--- src/rtl/avg_pkg.sv ---
// Shared types and sizing helpers for the moving-average filter.
package avg_pkg;

   // Behaviour of the output stage before the window has filled.
   typedef enum logic {
      WARM_ZERO_FILL = 1'b0,   // average from the first sample, missing samples read as zero
      WARM_HOLD      = 1'b1    // no output until the window is full
   } warmup_e;

   // Running-sum width. It holds DEPTH full-scale samples without overflowing.
   function automatic int sum_width(input int width, input int log2_depth);
      return width + log2_depth;
   endfunction

endpackage

--- src/rtl/avg_ring_buffer.sv ---
// Sample window storage. The read is combinational so the oldest sample is
// visible in the same cycle that it gets overwritten. Storage is not reset.
module avg_ring_buffer
   import avg_pkg::*;
#(
   parameter  int WIDTH      = 12,
   parameter  int LOG2_DEPTH = 3,
   localparam int DEPTH      = 2 ** LOG2_DEPTH,
   localparam int ADDR_W     = (LOG2_DEPTH > 0) ? LOG2_DEPTH : 1
) (
   input  logic              clk,
   input  logic              we,
   input  logic [ADDR_W-1:0] addr,
   input  logic [WIDTH-1:0]  wdata,
   output logic [WIDTH-1:0]  rdata
);

   logic [WIDTH-1:0] mem [DEPTH];

   // Read-before-write: rdata shows the old word until the clock edge commits wdata.
   assign rdata = mem[addr];

   // Write port only. No reset on storage.
   always_ff @(posedge clk) begin
      if (we) begin
         mem[addr] <= wdata;
      end
   end

endmodule

--- src/rtl/moving_average_filter.sv ---
// Moving-average filter for distance-sensor readings. A sample is taken on each
// falling edge of trig. Two clocks after that edge, avg_out shows the mean of
// the last DEPTH samples and avg_valid pulses for one cycle.
module moving_average_filter
   import avg_pkg::*;
#(
   parameter int WIDTH      = 12,
   parameter int LOG2_DEPTH = 3,
   parameter int WARMUP     = 0,
   parameter int ROUND      = 0
) (
   input  logic             clk,
   input  logic             reset,
   input  logic             trig,
   input  logic [WIDTH-1:0] sample_in,
   input  logic             flush,
   output logic [WIDTH-1:0] avg_out,
   output logic             avg_valid,
   output logic             primed
);

   localparam int DEPTH = 2 ** LOG2_DEPTH;
   localparam int SUM_W = sum_width(WIDTH, LOG2_DEPTH);
   localparam int RND_W = SUM_W + 1;
   localparam int PTR_W = (LOG2_DEPTH > 0) ? LOG2_DEPTH : 1;
   localparam int CNT_W = LOG2_DEPTH + 1;
   // Half an LSB of the output. It is zero when DEPTH is 1 or when rounding is off.
   localparam int RND   = (ROUND != 0) ? (DEPTH / 2) : 0;
   localparam bit HOLD  = (WARMUP == int'(WARM_HOLD));

   logic             last_trig_reg;
   logic             trig_event;
   logic [PTR_W-1:0] wr_ptr_reg, wr_ptr_next;
   logic [CNT_W-1:0] count_reg, count_next;
   logic [SUM_W-1:0] sum_reg, sum_next;
   logic             pend_reg;
   logic [WIDTH-1:0] avg_out_reg;
   logic             avg_valid_reg;
   logic             primed_reg;
   logic [WIDTH-1:0] oldest;
   logic             window_full;
   logic             buf_we;
   logic [RND_W-1:0] rnd_sum;
   logic [WIDTH-1:0] avg_calc;
   logic             update_ok;

   assign trig_event  = ~trig & last_trig_reg;
   assign window_full = (count_reg == CNT_W'(DEPTH));
   // A sample taken in the same cycle as a flush is discarded.
   assign buf_we      = trig_event & ~flush & ~reset;

   avg_ring_buffer #(
      .WIDTH      (WIDTH),
      .LOG2_DEPTH (LOG2_DEPTH)
   ) u_ring (
      .clk   (clk),
      .we    (buf_we),
      .addr  (wr_ptr_reg),
      .wdata (sample_in),
      .rdata (oldest)
   );

   // Window bookkeeping on an event. The oldest sample leaves the sum only once the window is full.
   always_comb begin
      sum_next    = sum_reg;
      count_next  = count_reg;
      wr_ptr_next = wr_ptr_reg;
      if (trig_event) begin
         sum_next    = sum_reg + SUM_W'(sample_in) - (window_full ? SUM_W'(oldest) : SUM_W'(0));
         count_next  = window_full ? count_reg : count_reg + 1'b1;
         wr_ptr_next = (wr_ptr_reg == PTR_W'(DEPTH - 1)) ? '0 : wr_ptr_reg + 1'b1;
      end
   end

   // Output arithmetic. The extra adder bit absorbs the rounding term, and the
   // shifted result always fits in WIDTH bits.
   always_comb begin
      rnd_sum   = {1'b0, sum_reg} + RND_W'(RND);
      avg_calc  = WIDTH'(rnd_sum >> LOG2_DEPTH);
      update_ok = HOLD ? window_full : 1'b1;
   end

   // State registers: trig history, window state, and the output stage one edge after the event.
   always_ff @(posedge clk) begin
      if (reset) begin
         last_trig_reg <= 1'b0;
         wr_ptr_reg    <= '0;
         count_reg     <= '0;
         sum_reg       <= '0;
         pend_reg      <= 1'b0;
         avg_out_reg   <= '0;
         avg_valid_reg <= 1'b0;
         primed_reg    <= 1'b0;
      end else begin
         last_trig_reg <= trig;
         if (flush) begin
            wr_ptr_reg    <= '0;
            count_reg     <= '0;
            sum_reg       <= '0;
            pend_reg      <= 1'b0;
            avg_out_reg   <= '0;
            avg_valid_reg <= 1'b0;
            primed_reg    <= 1'b0;
         end else begin
            wr_ptr_reg    <= wr_ptr_next;
            count_reg     <= count_next;
            sum_reg       <= sum_next;
            primed_reg    <= (count_next == CNT_W'(DEPTH));
            pend_reg      <= trig_event;
            avg_valid_reg <= 1'b0;
            if (pend_reg && update_ok) begin
               avg_out_reg   <= avg_calc;
               avg_valid_reg <= 1'b1;
            end
         end
      end
   end

   assign avg_out   = avg_out_reg;
   assign avg_valid = avg_valid_reg;
   assign primed    = primed_reg;

endmodule

--- config.mk ---
export PLATFORM = sky130hd
export DESIGN_NAME = moving_average_filter
export DESIGN_NICKNAME = d
export VERILOG_FILES = /design/src/rtl/avg_pkg.sv /design/src/rtl/avg_ring_buffer.sv /design/src/rtl/moving_average_filter.sv
export SDC_FILE = /design/constraint.sdc
export NUM_CORES = 1
export LEC_CHECK = 0
export ABC_AREA = 0
export CORE_MARGIN = 2
export CORE_UTILIZATION = 28
export DETAILED_ROUTE_END_ITERATION = 12
export PLACE_DENSITY = 0.5
export SYNTH_ARGS = -nofsm -noshare
export SYNTH_HDL_FRONTEND = slang
export SYNTH_SLANG_ARGS = --single-unit
--- constraint.sdc ---
create_clock -name clk -period 7.7 [get_ports clk]
set_input_delay 1.155 -clock clk [delete_from_list [all_inputs] [get_ports clk]]
set_output_delay 1.155 -clock clk [all_outputs]
set_load 0.02 [all_outputs]
==> reports/qor.csv <==
stage,metric,value,unit
grt,use_met1,14.9,%
power,power.density,228,mW/mm^2
grt,grt_antenna_before_repair,0,
clock_network,cts_resized,0,
clock_network,htree_levels,4,
drt,totalWireLength,12600,microns
sta,slew_headroom,43.8,%
grt,track_usage,11.1,%
synthesis,synth_common_cells,"96 x edfxtp_1, 56 x inv_1, 41 x dfxtp_1, 40 x nor2_1, 33 x nand2_1",
synthesis,synth_seq_cells,137,
grt,grt_pass1_vias,3583,
clock_network,tritoncts,done,
worst_setup_path,cp.arrival,4.49,ns
cells_and_area,drive_above_1_share,15.3,%
drt,post_drt_wl_per_cell,15.7,microns
placement,placed_area,0.00695,sq mm
drt,dr.pass1.iters,4,
grt,use_met3,3.00,%
grt,grt_overflow_total,0,
cells_and_area,antenna_cells,0,
floorplanning,fp.dieW,154,microns
sta,clock-skew-final,0.00783,ns
cells_and_area,multi_input_area,0.00234,sq mm
status,status,"complete, no violations",
drt,drc,0,
clock_network,clockBufferDepth,2,
sta,finalHoldViolCount,0,
sta,maxSlewViolCount,0,
synthesis,yosys.area.top_type,edfxtp_1,
sta,max_freq,0.237,GHz
floorplanning,core,0.0224,sq mm
drt,first_iter_violations,226,
power,report.power.total,1720,uW
synthesis,synth_fp_nets,521,
synthesis,synth_most_common_cell,edfxtp_1,
sta,rsz0062_at_grt,no,
cells_and_area,seq_area,0.00370,sq mm
clock_network,clock_sinks,137,
synthesis,yosys_warnings,0,
placement,dp_hpwl,8450,microns
synthesis,synth_area_leaders,"edfxtp_1 46%, dfxtp_1 13%, mux4_2 8.5%",
cells_and_area,syn_to_final_growth,19.1,%
placement,port_buffers,29,
grt,use_met2,17.6,%
synthesis,synth_edf_count,96,
worst_setup_path,cp.required,7.97,ns
cells_and_area,finalInstanceArea,0.00754,sq mm
worst_setup_path,startpoint_type,flip-flop,
synthesis,yosysUniqueCellTypes,52,
power,ir_worst_vdd,0.110,mV
cells_and_area,nFillCells,2167,
cells_and_area,largest_reg_flops,96,
synthesis,ys_seq_area_share,58.5,%
clock_network,post-cts-setup-buffers,0,
hold_path,hold_path_class,flip-flop to flip-flop,
floorplanning,initial_core_util,28.2,%
synthesis,syn_avg_cell_area,13.3,sq um
sta,setup_viol,0,
synthesis,synthCells,474,
synthesis,synth_top_area_share,45.6,%
drt,avgViaCountPerCell,4.50,
worst_setup_path,path_class,flip-flop to flip-flop,
power,p_leak,0.00254,uW
worst_setup_path,critPathMaxFanout,16,
grt,grt_pass1_wl,19900,microns
synthesis,synth_area,0.00633,sq mm
drt,antenna_left,0,
sta,setup-tns-final,0,ns
placement,gp_congestion,0.840,
sta,fin_crit_sh,54.8,%
clock_network,cts_hold_buf,0,
floorplanning,die_area,0.0238,sq mm
clock_network,cts_root_buffer,clkbuf_16,
cells_and_area,nets,552,
sta,final.min_clock_period,4.22,ns
sta,tightest_slew,0.841,ns
synthesis,synth_flop_cell,edfxtp_1,
floorplanning,pin_count,30,
job,timing.max_cap.violations,0,
drt,vias,3610,
floorplanning,rows,55,
clock_network,clk_pin_slew_worst_paths,0.06,ns
floorplanning,fp.dieH,154,microns
synthesis,synthArstFlopShare,0,%
worst_setup_path,end_kind,flip-flop,
clock_network,clk_latency,0.42,ns
clock_network,cts-buffers-inserted,17,
grt,busiest_layer,met2,
grt,grt_max_degree,30,
logic make-up after synthesis:
family / share of synthesized area, %
multiplexers: 12.5
XOR/XNOR: 1.66
adder cells (fa/ha/maj): 7.55
buffers and inverters: 5.22
AND/OR/NAND/NOR: 8.13
AO/OA/AOI/OAI: 6.41
flip-flops: 58.5
cell type report:
cell class	count	share of cell area, %
tap	285	4.73
clock inverter	14	2.12
timing repair buffer	35	4.45
multi-input combinational	258	31.1
clock buffer	18	5.69
sequential	137	49.1
inverter	56	2.79
worst paths after layout:
| check | from | depth (start not counted) | to | slack [ns] |
|---|---|---|---|---|
| max reg2reg | flip-flop | 13 | sum_reg[11]$_SDFFE_PP0P_ | 3.48 |
| min reg2reg | sum_reg[2]$_SDFFE_PP0P_ | 2 | sum_reg[2]$_SDFFE_PP0P_ | 0.46 |
| max | flip-flop | 13 | sum_reg[11]$_SDFFE_PP0P_ | 3.48 |
| min | sum_reg[2]$_SDFFE_PP0P_ | 2 | sum_reg[2]$_SDFFE_PP0P_ | 0.46 |
cell usage in the layout (no fill, tap or decap), types with 2 or more instances in the layout:
master	synthesis	routed
a211oi_1	3	3
a21o_1	5	5
a21oi_1	20	20
a31oi_1	7	7
buf_4	2	6
bufinv_16	0	2
clkbuf_16	0	17
clkdlybuf4s50_1	0	29
clkinv_4	0	3
clkinvlp_4	0	2
dfxtp_1	41	41
edfxtp_1	96	96
fa_1	12	12
ha_1	19	19
inv_1	56	56
inv_6	0	5
mux2i_1	25	25
mux4_2	24	24
nand2_1	33	33
nand2b_1	3	3
nand3_1	2	2
nand4_1	3	3
nor2_1	40	38
nor2_2	0	2
nor2b_1	5	5
nor2b_4	2	2
nor3_1	7	3
nor3_4	0	3
o21a_1	2	2
o21ai_0	6	6
o21ai_1	6	6
xnor2_1	3	3
xor2_1	9	9
metal layers:
metal | share of wire (%) | up-vias | wire length (microns)
li1 | - | 1766 | -
met1 | 47 | 1764 | 5960
met2 | 47 | 69 | 5900
met3 | 4.8 | 11 | 599
met4 | 1.1 | 0 | 136
met5 | 0 | - | 0
worst max-delay path: stages, from the launching register on:
cell and delay (ns):
dfxtp_1 0.70, buf_4 0.43, mux4_2 0.56, mux2i_1 0.24
nor2_1 0.09, fa_1 0.50, inv_1 0.04, ha_1 0.36
a21oi_1 0.15, nor2b_1 0.06, a311o_1 0.42, a31oi_1 0.27
xor2_1 0.18, o21ai_1 0.07
through the flow:
stage	hold slack, ns	util (%)	worst slack, ns	cells
final	0.458	33.6	3.48	803
after global routing	0.472	33.6	3.11	803
after CTS	0.465	33.6	3.44	803
after detailed placement	0.450	31.0	3.47	771
after global placement	0.444	31.0	3.49	771
after floorplan	0.432	-	4.31	474
where the power goes:
part | leakage [uW] | internal [uW] | switching, uW | total, uW
registers | 0.00119 | 790 | 3.33 | 794
clock network | 0.000282 | 484 | 321 | 805
logic | 0.00107 | 48.3 | 69.6 | 118
total | 0.00254 | 1320 | 394 | 1720
Note: power is estimated with default switching activity, not from simulation.
